<file path="config.mk">
export PLATFORM = sky130hd
export DESIGN_NAME = mips_ctrl_alu_stage
export DESIGN_NICKNAME = d
export VERILOG_FILES = /design/src/rtl/mips_pkg.sv /design/src/rtl/mips_alu_core.sv /design/src/rtl/mips_ctrl_alu_stage.sv
export SDC_FILE = /design/constraint.sdc
export NUM_CORES = 1
export LEC_CHECK = 0
export CORE_MARGIN = 2
export CORE_UTILIZATION = 61
export DETAILED_ROUTE_END_ITERATION = 8
export MAX_ROUTING_LAYER = met4
export PLACE_DENSITY = 0.89
export SLEW_MARGIN = 0
export SYNTH_ARGS = -nofsm -noshare
export SYNTH_HDL_FRONTEND = slang
export SYNTH_HIERARCHICAL = 1
export SYNTH_SLANG_ARGS = --single-unit
</file>
<file path="constraint.sdc">
create_clock -name clk -period 2.19 [get_ports clk]
set_input_delay 0.219 -clock clk [delete_from_list [all_inputs] [get_ports clk]]
set_output_delay 0.219 -clock clk [all_outputs]
set_load 0.01 [all_outputs]
</file>
<file path="src/rtl/mips_pkg.sv">
// Shared encodings for the MIPS decode/execute slice: ALU op codes,
// opcode/funct values, destination/write-back/operand select encodings
// and the decoded control bundle.
package mips_pkg;

   // ALU operation codes (5-bit ctrl_alu field)
   localparam logic [4:0] ALU_ADD  = 5'd0;
   localparam logic [4:0] ALU_SUB  = 5'd1;
   localparam logic [4:0] ALU_AND  = 5'd2;
   localparam logic [4:0] ALU_OR   = 5'd3;
   localparam logic [4:0] ALU_XOR  = 5'd4;
   localparam logic [4:0] ALU_NOR  = 5'd5;
   localparam logic [4:0] ALU_SLT  = 5'd6;
   localparam logic [4:0] ALU_SLTU = 5'd7;
   localparam logic [4:0] ALU_SLL  = 5'd8;
   localparam logic [4:0] ALU_SRL  = 5'd9;
   localparam logic [4:0] ALU_SRA  = 5'd10;
   localparam logic [4:0] ALU_LUI  = 5'd11;
   localparam logic [4:0] ALU_ADDU = 5'd12;
   localparam logic [4:0] ALU_SUBU = 5'd13;

   // Primary opcodes (instr[31:26])
   localparam logic [5:0] OP_RTYPE = 6'h00;
   localparam logic [5:0] OP_J     = 6'h02;
   localparam logic [5:0] OP_JAL   = 6'h03;
   localparam logic [5:0] OP_BEQ   = 6'h04;
   localparam logic [5:0] OP_BNE   = 6'h05;
   localparam logic [5:0] OP_ADDI  = 6'h08;
   localparam logic [5:0] OP_ADDIU = 6'h09;
   localparam logic [5:0] OP_SLTI  = 6'h0A;
   localparam logic [5:0] OP_SLTIU = 6'h0B;
   localparam logic [5:0] OP_ANDI  = 6'h0C;
   localparam logic [5:0] OP_ORI   = 6'h0D;
   localparam logic [5:0] OP_XORI  = 6'h0E;
   localparam logic [5:0] OP_LUI   = 6'h0F;
   localparam logic [5:0] OP_LW    = 6'h23;
   localparam logic [5:0] OP_SW    = 6'h2B;

   // R-type function codes (instr[5:0])
   localparam logic [5:0] F_SLL  = 6'h00;
   localparam logic [5:0] F_SRL  = 6'h02;
   localparam logic [5:0] F_SRA  = 6'h03;
   localparam logic [5:0] F_SLLV = 6'h04;
   localparam logic [5:0] F_SRLV = 6'h06;
   localparam logic [5:0] F_SRAV = 6'h07;
   localparam logic [5:0] F_JR   = 6'h08;
   localparam logic [5:0] F_ADD  = 6'h20;
   localparam logic [5:0] F_ADDU = 6'h21;
   localparam logic [5:0] F_SUB  = 6'h22;
   localparam logic [5:0] F_SUBU = 6'h23;
   localparam logic [5:0] F_AND  = 6'h24;
   localparam logic [5:0] F_OR   = 6'h25;
   localparam logic [5:0] F_XOR  = 6'h26;
   localparam logic [5:0] F_NOR  = 6'h27;
   localparam logic [5:0] F_SLT  = 6'h2A;
   localparam logic [5:0] F_SLTU = 6'h2B;

   // Destination register select
   localparam logic [1:0] RDST_RT  = 2'd0;
   localparam logic [1:0] RDST_RD  = 2'd1;
   localparam logic [1:0] RDST_R31 = 2'd2;

   // Write-back source select
   localparam logic [1:0] WB_ALU = 2'd0;
   localparam logic [1:0] WB_MEM = 2'd1;
   localparam logic [1:0] WB_PC4 = 2'd2;

   // ALU operand selects
   typedef enum logic [0:0] {SRCA_RS = 1'b0, SRCA_RT = 1'b1} src_a_e;
   typedef enum logic [1:0] {
      SRCB_RT    = 2'd0,   // rt_data
      SRCB_SHAMT = 2'd1,   // instr[10:6] zero-extended
      SRCB_RS_LO = 2'd2,   // rs_data[4:0] zero-extended
      SRCB_IMM   = 2'd3    // extended immediate
   } src_b_e;

   // Decoded control bundle
   typedef struct packed {
      logic [4:0] alu_op;
      logic [1:0] reg_dst;
      logic [1:0] mem2reg;
      logic       reg_wr;
      logic       mem_wr;
      logic       sign_ext;
      src_a_e     src_a;
      src_b_e     src_b;
   } ctrl_t;

   // Safe decode for undefined instructions: no writes, ADD, all selects 0
   localparam ctrl_t CTRL_NOP = '{
      alu_op:   ALU_ADD,
      reg_dst:  RDST_RT,
      mem2reg:  WB_ALU,
      reg_wr:   1'b0,
      mem_wr:   1'b0,
      sign_ext: 1'b0,
      src_a:    SRCA_RS,
      src_b:    SRCB_RT
   };

endpackage

</file>
<file path="src/rtl/mips_alu_core.sv">
// Combinational 32-bit MIPS ALU: op + A + B -> result and signed
// overflow. Overflow is reported for ALU_ADD and ALU_SUB only; the
// wrapping ADDU/SUBU variants never raise it.
module mips_alu_core
   import mips_pkg::*;
#(
   parameter int DATA_W = 32
) (
   input  logic [4:0]        i_op,
   input  logic [DATA_W-1:0] i_a,
   input  logic [DATA_W-1:0] i_b,
   output logic [DATA_W-1:0] o_result,
   output logic              o_overflow
);

   localparam int MSB = DATA_W - 1;

   logic [DATA_W-1:0] w_sum;
   logic [DATA_W-1:0] w_diff;
   logic [4:0]        w_shamt;
   logic              w_add_ovf;
   logic              w_sub_ovf;

   assign w_sum   = i_a + i_b;
   assign w_diff  = i_a - i_b;
   assign w_shamt = i_b[4:0];

   // Overflow when operand signs allow it and the result sign flips
   assign w_add_ovf = (i_a[MSB] == i_b[MSB]) && (w_sum[MSB]  != i_a[MSB]);
   assign w_sub_ovf = (i_a[MSB] != i_b[MSB]) && (w_diff[MSB] != i_a[MSB]);

   // Result mux over all ALU operations; unused op codes give zero
   always_comb begin
      // NOTE: every output gets a default first so no path can infer a latch.
      o_result   = '0;
      o_overflow = 1'b0;
      case (i_op)
         ALU_ADD:  begin o_result = w_sum;  o_overflow = w_add_ovf; end
         ALU_SUB:  begin o_result = w_diff; o_overflow = w_sub_ovf; end
         ALU_ADDU: o_result = w_sum;
         ALU_SUBU: o_result = w_diff;
         ALU_AND:  o_result = i_a & i_b;
         ALU_OR:   o_result = i_a | i_b;
         ALU_XOR:  o_result = i_a ^ i_b;
         ALU_NOR:  o_result = ~(i_a | i_b);
         ALU_SLT:  o_result = {{(DATA_W-1){1'b0}}, ($signed(i_a) < $signed(i_b))};
         ALU_SLTU: o_result = {{(DATA_W-1){1'b0}}, (i_a < i_b)};
         ALU_SLL:  o_result = i_a << w_shamt;
         ALU_SRL:  o_result = i_a >> w_shamt;
         ALU_SRA:  o_result = DATA_W'($signed(i_a) >>> w_shamt);
         ALU_LUI:  o_result = {i_b[15:0], {(DATA_W-16){1'b0}}};
         default:  o_result = '0;
      endcase
   end

endmodule

</file>
<file path="src/rtl/mips_ctrl_alu_stage.sv">
// Single-cycle MIPS decode/execute slice: main control decoder,
// 16->32 immediate extender and ALU, with every output registered
// (latency exactly one cycle, no handshake).
// Optional build macro OVF_TRAP_EN: report signed ADD/SUB overflow and
// suppress the register write of the overflowing instruction. Without
// it, overflow is tied low and reg_wr is never suppressed.
// Writes to register 0 are still flagged; the register file drops them.
module mips_ctrl_alu_stage
   import mips_pkg::*;
#(
   parameter int DATA_W = 32   // only 32 is supported
) (
   input  logic              clk,
   input  logic              rst,          // asynchronous, active low
   input  logic [31:0]       instr,
   input  logic [DATA_W-1:0] rs_data,
   input  logic [DATA_W-1:0] rt_data,
   output logic [DATA_W-1:0] alu_result,
   output logic              zero,
   output logic              overflow,
   output logic [DATA_W-1:0] ext_imm,
   output logic [DATA_W-1:0] store_data,
   output logic [4:0]        ctrl_alu,
   output logic [1:0]        reg_dst,
   output logic [1:0]        mem2reg,
   output logic              reg_wr,
   output logic              mem_wr
);

   logic [5:0]        w_op;
   logic [5:0]        w_funct;
   logic [15:0]       w_imm;
   ctrl_t             w_ctrl;
   logic [DATA_W-1:0] w_ext_imm;
   logic [DATA_W-1:0] w_op_a;
   logic [DATA_W-1:0] w_op_b;
   logic [DATA_W-1:0] w_alu_result;
   logic              w_alu_ovf;
   logic              w_overflow;
   logic              w_reg_wr;
   logic              w_unused_fields;

   logic [DATA_W-1:0] r_alu_result;
   logic              r_zero;
   logic              r_overflow;
   logic [DATA_W-1:0] r_ext_imm;
   logic [DATA_W-1:0] r_store_data;
   logic [4:0]        r_ctrl_alu;
   logic [1:0]        r_reg_dst;
   logic [1:0]        r_mem2reg;
   logic              r_reg_wr;
   logic              r_mem_wr;

   assign w_op    = instr[31:26];
   assign w_funct = instr[5:0];
   assign w_imm   = instr[15:0];

   // Register indices and jump targets are consumed by other stages
   assign w_unused_fields = ^instr[25:16];

   // Main control decode: opcode first, funct for R-type
   always_comb begin
      w_ctrl = CTRL_NOP;
      case (w_op)
         OP_RTYPE: begin
            w_ctrl.reg_dst = RDST_RD;
            w_ctrl.reg_wr  = 1'b1;
            case (w_funct)
               F_ADD:  w_ctrl.alu_op = ALU_ADD;
               F_ADDU: w_ctrl.alu_op = ALU_ADDU;
               F_SUB:  w_ctrl.alu_op = ALU_SUB;
               F_SUBU: w_ctrl.alu_op = ALU_SUBU;
               F_AND:  w_ctrl.alu_op = ALU_AND;
               F_OR:   w_ctrl.alu_op = ALU_OR;
               F_XOR:  w_ctrl.alu_op = ALU_XOR;
               F_NOR:  w_ctrl.alu_op = ALU_NOR;
               F_SLT:  w_ctrl.alu_op = ALU_SLT;
               F_SLTU: w_ctrl.alu_op = ALU_SLTU;
               F_SLL:  begin w_ctrl.alu_op = ALU_SLL; w_ctrl.src_a = SRCA_RT; w_ctrl.src_b = SRCB_SHAMT; end
               F_SRL:  begin w_ctrl.alu_op = ALU_SRL; w_ctrl.src_a = SRCA_RT; w_ctrl.src_b = SRCB_SHAMT; end
               F_SRA:  begin w_ctrl.alu_op = ALU_SRA; w_ctrl.src_a = SRCA_RT; w_ctrl.src_b = SRCB_SHAMT; end
               F_SLLV: begin w_ctrl.alu_op = ALU_SLL; w_ctrl.src_a = SRCA_RT; w_ctrl.src_b = SRCB_RS_LO; end
               F_SRLV: begin w_ctrl.alu_op = ALU_SRL; w_ctrl.src_a = SRCA_RT; w_ctrl.src_b = SRCB_RS_LO; end
               F_SRAV: begin w_ctrl.alu_op = ALU_SRA; w_ctrl.src_a = SRCA_RT; w_ctrl.src_b = SRCB_RS_LO; end
               F_JR:   begin w_ctrl.reg_dst = RDST_RT; w_ctrl.reg_wr = 1'b0; end
               default: w_ctrl = CTRL_NOP;
            endcase
         end
         OP_ADDI, OP_ADDIU, OP_SLTI, OP_SLTIU: begin
            w_ctrl.reg_wr   = 1'b1;
            w_ctrl.sign_ext = 1'b1;
            w_ctrl.src_b    = SRCB_IMM;
            case (w_op)
               OP_ADDI:  w_ctrl.alu_op = ALU_ADD;
               OP_ADDIU: w_ctrl.alu_op = ALU_ADDU;
               OP_SLTI:  w_ctrl.alu_op = ALU_SLT;
               default:  w_ctrl.alu_op = ALU_SLTU;
            endcase
         end
         OP_ANDI, OP_ORI, OP_XORI, OP_LUI: begin
            w_ctrl.reg_wr = 1'b1;
            w_ctrl.src_b  = SRCB_IMM;
            case (w_op)
               OP_ANDI: w_ctrl.alu_op = ALU_AND;
               OP_ORI:  w_ctrl.alu_op = ALU_OR;
               OP_XORI: w_ctrl.alu_op = ALU_XOR;
               default: w_ctrl.alu_op = ALU_LUI;
            endcase
         end
         OP_LW: begin
            w_ctrl.mem2reg  = WB_MEM;
            w_ctrl.reg_wr   = 1'b1;
            w_ctrl.sign_ext = 1'b1;
            w_ctrl.src_b    = SRCB_IMM;
         end
         OP_SW: begin
            w_ctrl.mem_wr   = 1'b1;
            w_ctrl.sign_ext = 1'b1;
            w_ctrl.src_b    = SRCB_IMM;
         end
         OP_BEQ, OP_BNE: begin
            w_ctrl.alu_op   = ALU_SUB;
            w_ctrl.sign_ext = 1'b1;
         end
         OP_J: w_ctrl = CTRL_NOP;
         OP_JAL: begin
            w_ctrl.reg_dst = RDST_R31;
            w_ctrl.mem2reg = WB_PC4;
            w_ctrl.reg_wr  = 1'b1;
         end
         default: w_ctrl = CTRL_NOP;
      endcase
   end

   // Immediate extension: sign for arithmetic/memory/branch, zero otherwise
   assign w_ext_imm = w_ctrl.sign_ext ? {{(DATA_W-16){w_imm[15]}}, w_imm}
                                      : {{(DATA_W-16){1'b0}}, w_imm};

   // Operand selection for the ALU
   always_comb begin
      w_op_a = (w_ctrl.src_a == SRCA_RT) ? rt_data : rs_data;
      case (w_ctrl.src_b)
         SRCB_SHAMT: w_op_b = {{(DATA_W-5){1'b0}}, instr[10:6]};
         SRCB_RS_LO: w_op_b = {{(DATA_W-5){1'b0}}, rs_data[4:0]};
         SRCB_IMM:   w_op_b = w_ext_imm;
         default:    w_op_b = rt_data;
      endcase
   end

   mips_alu_core #(
      .DATA_W (DATA_W)
   ) u_alu (
      .i_op       (w_ctrl.alu_op),
      .i_a        (w_op_a),
      .i_b        (w_op_b),
      .o_result   (w_alu_result),
      .o_overflow (w_alu_ovf)
   );

`ifdef OVF_TRAP_EN
   assign w_overflow = w_alu_ovf;
   assign w_reg_wr   = w_ctrl.reg_wr & ~w_alu_ovf;
`else
   logic w_unused_ovf;
   assign w_unused_ovf = w_alu_ovf;
   assign w_overflow   = 1'b0;
   assign w_reg_wr     = w_ctrl.reg_wr;
`endif

   // Output register stage, cleared asynchronously by rst low
   always_ff @(posedge clk or negedge rst) begin
      if (!rst) begin
         r_alu_result <= '0;
         r_zero       <= 1'b0;
         r_overflow   <= 1'b0;
         r_ext_imm    <= '0;
         r_store_data <= '0;
         r_ctrl_alu   <= '0;
         r_reg_dst    <= '0;
         r_mem2reg    <= '0;
         r_reg_wr     <= 1'b0;
         r_mem_wr     <= 1'b0;
      end else begin
         // NOTE: non-blocking so every register samples pre-edge values.
         r_alu_result <= w_alu_result;
         r_zero       <= (w_alu_result == '0);
         r_overflow   <= w_overflow;
         r_ext_imm    <= w_ext_imm;
         r_store_data <= rt_data;
         r_ctrl_alu   <= w_ctrl.alu_op;
         r_reg_dst    <= w_ctrl.reg_dst;
         r_mem2reg    <= w_ctrl.mem2reg;
         r_reg_wr     <= w_reg_wr;
         r_mem_wr     <= w_ctrl.mem_wr;
      end
   end

   assign alu_result = r_alu_result;
   assign zero       = r_zero;
   assign overflow   = r_overflow;
   assign ext_imm    = r_ext_imm;
   assign store_data = r_store_data;
   assign ctrl_alu   = r_ctrl_alu;
   assign reg_dst    = r_reg_dst;
   assign mem2reg    = r_mem2reg;
   assign reg_wr     = r_reg_wr;
   assign mem_wr     = r_mem_wr;

endmodule

</file>
==> run metrics, run 1 <==
status=stopped before the end; H-tree levels=3; Avg Cell Area, Syn=8.06 um^2; Die Y=roughly 150 um; GP Congestion=1.31; Clock Path Buffers=2; DP HPWL=62100 um; quantity of I/O buffers inserted on ports=between 150 and 200; hold buffer count at CTS=1; Die X=150 um; post-cts resize count=~420; CTS sink cnt=92; Ys Warns=6; Row Count=53; starting density of the core=approximately three fifths; Post-Syn Area=13000 um^2; CTS Buf Count=9; setup bufs post-CTS=88; worst slack, placed=-4.49 ns; DP Area=19000 um^2; cells after synthesis=1608; Error=[ERROR DPL-0038] Utilization greater than 100%, impossible to legalize; # IOs=roughly 210; CTS Root Cell=clkbuf_16; Halt Stage=clock tree synthesis
==> through the flow <==
stage          setup TNS, ns  instances
3_3_place_gp          -79.94       2487
3_5_place_dp          -99.20       2487
2_1_floorplan         -51.17       1612
==> run 2: changes to the inputs <==
--- a/config.mk
+++ b/config.mk
@@ -6,10 +6,9 @@
 export NUM_CORES = 1
 export LEC_CHECK = 0
 export CORE_MARGIN = 2
-export CORE_UTILIZATION = 61
+export CORE_UTILIZATION = 40
 export DETAILED_ROUTE_END_ITERATION = 8
-export MAX_ROUTING_LAYER = met4
-export PLACE_DENSITY = 0.89
+export PLACE_DENSITY_LB_ADDON = 0.15
 export SLEW_MARGIN = 0
 export SYNTH_ARGS = -nofsm -noshare
 export SYNTH_HDL_FRONTEND = slang
==> run 2 against run 1 <==
The flow now finishes, with violations (setup timing). Area after synthesis unchanged. Synthesized cell count is the same.
==> run metrics, run 2 <==
Die Y=184 um; final non-filler cell total=2790; Initial DRC Count=2301; CP arrival=4.83 ns; Max Cap Viol=0; register area=between 2000 and 2500 um^2; Crit path buffers/inverters=4; CTS tree=built; fin. max-slew vios=0; H-tree levels=3; Tot Pwr=10.4 mW; Avg Cell Area, Syn=8.06 um^2; Row Count=65; DR DRC count=0; largest fanout on the critical path=7; Core ar.=between 30000 and 40000 um^2; commonest non-fill, non-tap cell in the layout=buf_4; layout cells sized above 1=between 40 and 50%; largest net degree at the start of global routing=64; DIE AREA=~34000 um^2; clock network power share=16.2%; RSZ-0062 raised after global routing=true; grt total ovfl=0; antenna viol nets, final=0; vias per cell=6.21; Top delay family on crit path=simple AND/OR/NAND/NOR gates; failing checks=setup timing; Peak VDD IR=0.375 mV; gr usage total=roughly two fifths; Critical Path RT=2.51 ns; endpoints failing hold=0; CTS sink cnt=approximately 90; sequential power share=18.4%; min Tclk post-route=4.50 ns; DP Cell Count=between 2000 and 3000; final WL=70800 um; # IOs=slightly above 200; CTS Buf Count=9; starting density of the core=40.8%; CTS Root Cell=clkbuf_16; DRT Pass-1 Iters=7; Switching Share=41.2%; cells after synthesis=1608; Clock Path Buffers=2; initial antenna violation count=1; crit path cell chain=clkdlybuf4s15_2 > or3_4 > nor2_8 > buf_12 > mux2_4 > inv_4 > ha_4 > or3_4 > or2_4 > or3_4 > or4_4 > o221ai_4 > buf_4 > a211o_1 > nor2_1 > a211o_1 > a211o_1 > nor4_4 > nand4_1 > nor2_1; # diodes=0; GP Congestion=1.09; vias=17300; CP max-delay cell=or4_4; Critical Path Max Stage Delay=0.53 ns; Critical Path Start Type=primary input; Post-Syn Area=13000 um^2; leakage=10.4 nW; Syn-to-layout area delta=75.9%; area of the multi-input gates=around 11000 um^2; Fillers=2464; switching power=4.27 mW; status=finished, violations left; worst hold slack=between 0.06 and 0.07 ns; first-pass GRT wire length=103000 um; most frequent cells in the layout=buf_4 (608), clkdlybuf4s50_1 (181), nor2_1 (141); Fmax=222 MHz; final worst path period share=206%; Power Density=455 nW/um^2; Setup Viol. Count Final=33; setup TNS=-51.55 ns; internal power=6.10 mW; Final Worst Setup Slack=-2.31 ns; worst-margin pin slew=0.781 ns; quantity of I/O buffers inserted on ports=194; vias in the first global route=about 17000; clock transition at the registers of the reported paths=0.07 ns; Gate power share=65.4%; Ys Warns=6; HP Class=primary input to register; worst rel slew slack=47.9%; CP Capture Type=register; Die X=184 um; DP HPWL=54900 um; wire length per cell=25.4 um; fin nets=2582; CP Class=primary input to register
-- run 2: worst paths after layout --
check	from	to	slack, ns	cells after the start
setup / recovery	instr[3]	zero$_DFF_PN0_	-2.31	20
hold / removal	instr[4]	ext_imm[4]$_DFF_PN0_	0.06	2
min in group asynchronous	rst	alu_result[5]$_DFF_PN0_	0.37	2
max in group asynchronous	rst	store_data[27]$_DFF_PN0_	1.13	3
-- run 2: power groups by stage --
stage	Combinational [mW]	Sequential (mW)	Clock, mW
after detailed placement	5.41	1.94	0
after CTS	6.05	1.91	1.72
after global routing	7.06	1.92	1.78
final	6.78	1.91	1.68
after floorplan	2.47	2.03	0
after global placement	5.39	1.94	0
-- run 2: timing repair --
| item | 4_1_cts | 5_1_grt |
|---|---|---|
| pin swaps | 109 | 110 |
| endpoints found under the hold margin | 41 | 0 |
| resized for setup | 285 | 224 |
| endpoints found under the setup margin | 33 | 33 |
| gates cloned | 2 | 2 |
| hold buffers | 1 | 0 |
| buffers inserted | 81 | 53 |
-- run 2: metal layers --
layer / up-vias / share of wire, % / global-route usage [%]
met3: 257 / 11 / 9.69
met1: 8326 / 41 / 55.7
met5: - / 0 / 0
met2: 1177 / 42 / 60.8
li1: 7575 / - / -
met4: 0 / 5.4 / 18.5
-- run 2: metrics by stage --
| stage | utilization [%] | area, um^2 | setup WS (ns) |
|---|---|---|---|
| 3_5_place_dp | 61.9 | 19600 | -3.41 |
| 4_1_cts | 68.0 | 21600 | -2.17 |
| 6_report | 71.8 | 22800 | -2.31 |
| 5_1_grt | 71.8 | 22800 | -2.40 |
| 3_3_place_gp | 61.9 | 19600 | -3.46 |
| 2_1_floorplan | - | 13400 | -2.51 |
-- run 2: final cells by class --
type	instances	share of cell area (%)
clock buffer	9	0.989
tap	402	2.21
timing repair buffer	904	34.8
clock inverter	7	0.330
sequential	92	10.1
multi-input combinational	1276	49.7
inverter	100	1.81
Note: power is estimated with default switching activity, not from simulation.
==> RTL edit 1, RTL diff (config.mk and constraints of run 2) <==
Build with the macro `OVF_TRAP_EN` defined.
--- a/src/rtl/mips_ctrl_alu_stage.sv
+++ b/src/rtl/mips_ctrl_alu_stage.sv
@@ -5,6 +5,8 @@
 // suppress the register write of the overflowing instruction. Without
 // it, overflow is tied low and reg_wr is never suppressed.
 // Writes to register 0 are still flagged; the register file drops them.
+`define OVF_TRAP_EN
+
 module mips_ctrl_alu_stage
    import mips_pkg::*;
 #(
Check against the original RTL: not equivalent (a bounded check fails within 4 cycles, from zero or initial values and one cycle with rst low).
==> RTL edit 1 against run 2 <==
The flow still finishes with violations (negative setup slack). Final area is 0.47% lower. Routed wire length is 1.6% higher. Synthesized area decreased by 0.26%. Worst setup slack improved by 61 ps. Sequential cell count up 1. Power is 0.28% lower.
==> RTL edit 1: results (changes against run 2) <==
----------------------------------------------------
[Outcome]
  Result of the run ... finished with violations
  Violated checks ... negative setup slack

[Timing]
  Final setup fails ... 35 (+6.1%)
  Slew Limit Headroom ... 52.6% (+4.7 points)
  Final worst slack ... -2250 ps (+60.7 ps)

[Final layout]
  Non-clk buf share ... 34.5% (-0.38 points)
  FILL cells ... 2478 (+0.57%)
  Inverters ... 99 (-1.0%)
  Number of combinational gates with multiple inputs ... 1287 (+0.86%)
  Share of final-layout standard cells stronger than drive strength 1 ... 45.1% (-2.0 points)
  Combined area of the multi-input logic cells ... 11300 sq um (about the same)
  Clock buf count ... 11 (+2)
  Clock network area share ... 1.33% (+0.012 points)
  Count of plain and timing-repair buffers ... 908 (+0.44%)

[Critical path]
  Largest fanout on the critical path ... 4 (-3)
  CP arrival ... 4770 ps (-60 ps)
  Timing startpoint of the critical path ... instr[29]
  Slowest-stage cell, CP ... or3_1
  Capture point of the worst path ... alu_result[30]$_DFF_PN0_

[Power]
  Reported leakage power ... 0.0103 uW (-1.2%)
  Total power per unit cell area ... 456 nW/um^2 (+0.19%)
  Sequential share of power ... 18.6% (+0.2 points)

[Global routing]
  Met2 routing resource usage after global routing ... 62.0% (+1.2 points)
  Overall routing resource usage ... 41.5% (+0.76 points)
  First-pass GRT wire length ... 104 mm (+1.6%)
  Pin count of the biggest net entering global routing ... 65 (+1.6%)

[Drt]
  Vias post-DR ... 17500 (+1.0%)
  Number of violations reported at the end of detailed-routing iteration 0 ... 2468 (+7.3%)

[Place]
  Number of input and output port buffers inserted ... 195 (+0.52%)
  Post-DP Area ... 20000 sq um (+1.7%)
  Routability Congestion ... 1.04 (-4.0%)

----------------------------------------------------
RTL edit 1: per-stage QoR:
step / TNS [ps] / hold slack (ps) / cells / setup WS (ps) / total power (uW)
global placement: -83430 / 213 / 2708 / -2990 / 7420
detailed placement: -85480 / 222 / 2708 / -3160 / 7460
CTS: -52540 / 54.1 / 2785 / -2080 / 9800
floorplan: -49720 / -76.6 / 1624 / -2330 / 4560
global route: -57360 / 59.9 / 2805 / -2280 / 10800
finish: -55370 / 81.3 / 2805 / -2250 / 10300
RTL edit 1: repair_timing:
| item | 4_1_cts | 5_1_grt |
|---|---|---|
| setup endpoints to repair | 35 | 35 |
| pin swaps | 109 | 84 |
| resized for setup | 283 | 150 |
| hold endpoints to repair | 34 | 0 |
| hold buffers | 1 | 0 |
| gates cloned | 1 | 0 |
| setup buffers | 69 | 35 |
RTL edit 1: layer usage:
metal,wire length [um],vias up
met5,0,-
met4,3420,0
met3,7970,204
met2,30900,1178
met1,29700,8508
li1,-,7626
RTL edit 1: how the worst min path moves through the flow:
stage,endpoint,cells past startpoint,start,slack [ps]
detailed placement,ext_imm[11]$_DFF_PN0_,1,rst,220
CTS,ext_imm[4]$_DFF_PN0_,2,instr[4],50
floorplan,alu_result[0]$_DFF_PN0_,0,rst,-80
finish,ext_imm[4]$_DFF_PN0_,2,instr[4],80
global placement,ext_imm[11]$_DFF_PN0_,1,rst,210
global route,ext_imm[4]$_DFF_PN0_,2,instr[4],60
RTL edit 1: cell families (layout without fill, tap and decap cells):
kind of cell / after synthesis / in the layout
AO/OA/AOI/OAI: 565 / 565
XOR/XNOR: 10 / 10
adder cells (fa/ha/maj): 101 / 101
buffers and inverters: 244 / 1023
flip-flops: 93 / 93
multiplexers: 143 / 143
other: 1 / 4
AND/OR/NAND/NOR: 464 / 464
==> RTL edit 2, RTL diff (settings of run 2) <==
Made on the original files. Add an input register stage for `instr`, `rs_data` and `rt_data`; this delays them by one clock.
--- a/src/rtl/mips_ctrl_alu_stage.sv
+++ b/src/rtl/mips_ctrl_alu_stage.sv
@@ -27,6 +27,16 @@
    output logic              mem_wr
 );
 
+   logic [31:0] instr_q;
+   logic [DATA_W-1:0] rs_data_q;
+   logic [DATA_W-1:0] rt_data_q;
+
+   always_ff @(posedge clk) begin
+      instr_q   <= instr;
+      rs_data_q <= rs_data;
+      rt_data_q <= rt_data;
+   end
+
    logic [5:0]        w_op;
    logic [5:0]        w_funct;
    logic [15:0]       w_imm;
@@ -51,12 +61,12 @@
    logic              r_reg_wr;
    logic              r_mem_wr;
 
-   assign w_op    = instr[31:26];
-   assign w_funct = instr[5:0];
-   assign w_imm   = instr[15:0];
+   assign w_op    = instr_q[31:26];
+   assign w_funct = instr_q[5:0];
+   assign w_imm   = instr_q[15:0];
 
    // Register indices and jump targets are consumed by other stages
-   assign w_unused_fields = ^instr[25:16];
+   assign w_unused_fields = ^instr_q[25:16];
 
    // Main control decode: opcode first, funct for R-type
    always_comb begin
@@ -138,12 +148,12 @@
 
    // Operand selection for the ALU
    always_comb begin
-      w_op_a = (w_ctrl.src_a == SRCA_RT) ? rt_data : rs_data;
+      w_op_a = (w_ctrl.src_a == SRCA_RT) ? rt_data_q : rs_data_q;
       case (w_ctrl.src_b)
-         SRCB_SHAMT: w_op_b = {{(DATA_W-5){1'b0}}, instr[10:6]};
-         SRCB_RS_LO: w_op_b = {{(DATA_W-5){1'b0}}, rs_data[4:0]};
+         SRCB_SHAMT: w_op_b = {{(DATA_W-5){1'b0}}, instr_q[10:6]};
+         SRCB_RS_LO: w_op_b = {{(DATA_W-5){1'b0}}, rs_data_q[4:0]};
          SRCB_IMM:   w_op_b = w_ext_imm;
-         default:    w_op_b = rt_data;
+         default:    w_op_b = rt_data_q;
       endcase
    end
 
@@ -186,7 +196,7 @@
          r_zero       <= (w_alu_result == '0);
          r_overflow   <= w_overflow;
          r_ext_imm    <= w_ext_imm;
-         r_store_data <= rt_data;
+         r_store_data <= rt_data_q;
          r_ctrl_alu   <= w_ctrl.alu_op;
          r_reg_dst    <= w_ctrl.reg_dst;
          r_mem2reg    <= w_ctrl.mem2reg;
Formal check against the unedited RTL: not equivalent (Yosys sat finds a counterexample within 4 cycles, from zero or initial values and one cycle with rst low).
==> RTL edit 2 against run 2 <==
Sequential cell count is 85 higher. Worst setup slack worse by 860 ps. Power is 29% higher. Via count is 4.5% higher. Sequential share of layout area is 6.1 points higher. The run still ends with negative setup slack left. Final area is 8.9% higher. Synthesized area is 12% higher. Die area is 12% higher. Routed wire length is 7.6% higher. Combinational power is 1% lower.
==> RTL edit 2: results (changes against run 2) <==
----------------------------------------------------
[Outcome]
  Result of the run ... finished with violations
  Violated checks ... negative setup slack

[Worst hold path]
  Hold WC Path Type ... primary input to async pin

[Global routing]
  Vias in the first global route ... 17300 (+4.3%)
  Initial antenna violation count ... 5 (+4)
  First-pass GRT wire length ... 109 mm (+6.0%)
  Pin count of the biggest net entering global routing ... 64 (unchanged)
  Overall routing resource usage ... 38.4% (-2.4 points)

[Place]
  Instance count after placement with tap cells included ... 2806 (+5.2%)
  HPWL after detailed placement ... 56.6 mm (+3.1%)
  Number of input and output port buffers inserted ... 194 (unchanged)
  Routability Congestion ... 1.00 (-7.7%)

[Drt]
  Vias post-DR ... 18100 (+4.5%)
  Number of detailed-route iterations in the first pass ... 7 (unchanged)
  Number of violations reported at the end of detailed-routing iteration 0 ... 2199 (-4.4%)
  Total length of routed wires ... 76.2 mm (+7.6%)

[Timing]
  Setup Skew ... 15.2 ps
  Final worst slack ... -3170 ps (-855 ps)
  Final setup fails ... 33 (unchanged)
  Total negative slack ... -76680 ps (-25130 ps)
  Slew Limit Headroom ... 46.7% (-1.2 points)
  Smallest hold slack ... 170 ps (+108 ps)

[Critical path]
  CP arrival ... 5760 ps (+930 ps)
  Largest fanout on the critical path ... 6 (-1)
  Depth of the worst register-to-register path ... 21

[Yosys]
  Warnings from Yosys ... 6 (unchanged)
  Per-instance average area after synthesis ... 8.54 sq um (+6.0%)

[Clocking]
  Clock-pin slew on the worst setup and hold paths ... 80 ps
  CTS buffer count ... 17 (+8)
  Max H-tree Level ... 4 (+1)
  Maximum number of buffers from clock root to sink ... 2 (unchanged)
  Root buffer cell ... clkbuf_16
  Worst skew pair latency ... between 400 and 500 ps

[Final layout]
  Number of nets at the end of the flow ... 2698 (+4.5%)
  Share of final-layout standard cells stronger than drive strength 1 ... 43.0% (-4.1 points)
  Non-filler instance count after layout ... 2975 (+6.6%)

[Power]
  Reported leakage power ... 0.0113 uW (+8.6%)
  Largest voltage drop on the vdd net ... 0.548 mV (+46%)
  Cell internal pwr ... 8370 uW (+37%)

[Floorplan]
  Effective utilization at floorplan ... 40.7% (-0.10 points)

----------------------------------------------------
==> RTL edit 2: final timing paths <==
check	start	endpoint
max	instr_q[31]$_DFF_P_	zero$_DFF_PN0_
min	rst	ext_imm[8]$_DFF_PN0_
max reg2reg	instr_q[31]$_DFF_P_	zero$_DFF_PN0_
min reg2reg	instr_q[15]$_DFF_P_	ext_imm[15]$_DFF_PN0_
max in group asynchronous	rst	store_data[23]$_DFF_PN0_
min in group clk	instr[26]	instr_q[26]$_DFF_P_
==> RTL edit 2: critical path: stages (launching register included) <==
cell and delay, ps:
dfxtp_4 370, nor4_4 330, and2_4 220, buf_6 120, nand2_8 80, buf_6 120
mux2_4 310, inv_4 70, ha_4 190, or3_4 330, or2_4 260, or3_4 400
buf_6 130, or4_4 430, o221ai_4 230, a211oi_2 130, nor3_2 330, o211ai_1 280
nor4_4 350, buf_4 170, nand4_1 250, nor2_1 180
==> RTL edit 2: metrics by stage <==
step	util, %	worst slack [ps]	cell area (sq um)
floorplan	-	-2490	15000
detailed placement	59.4	-3700	21200
global placement	59.4	-3600	21200
finish	69.4	-3170	24800
CTS	66.0	-3030	23600
global route	69.4	-3210	24800
==> RTL edit 2: what timing repair did <==
| item | CTS | global route |
|---|---|---|
| resized for setup | 241 | 158 |
| hold endpoints to repair | 64 | 0 |
| pin swaps | 70 | 71 |
| setup buffers | 69 | 67 |
| endpoints found under the setup margin | 33 | 33 |
| gates cloned | 7 | 4 |
| hold buffers | 1 | 0 |
==> RTL edit 2: final cells by class <==
class                   instances  area (sq um)
multi-input cells            1284         11000
fillers                      2814         10900
repair buffers                915          8200
flip-flops and latches        177          4010
well taps                     461           577
clock buffers                  17           425
inverters                     104           408
clock inverters                15           143
diodes                          2          5.00
==> RTL edit 2: power by group through the flow <==
stage	Sequential (uW)	Clock (uW)	Combinational (uW)
floorplan	3730	0	2480
global placement	3670	0	5300
detailed placement	3680	0	5320
CTS	3610	3100	5990
global route	3630	3210	6990
finish	3610	3040	6700
==> RTL edit 2: per-layer routing <==
layer  routed length (um)  global-route usage (%)
met2                33300                    60.0
met5                   69                       0
met4                 5090                    20.1
met1                29800                    49.5
met3                 7950                    8.78
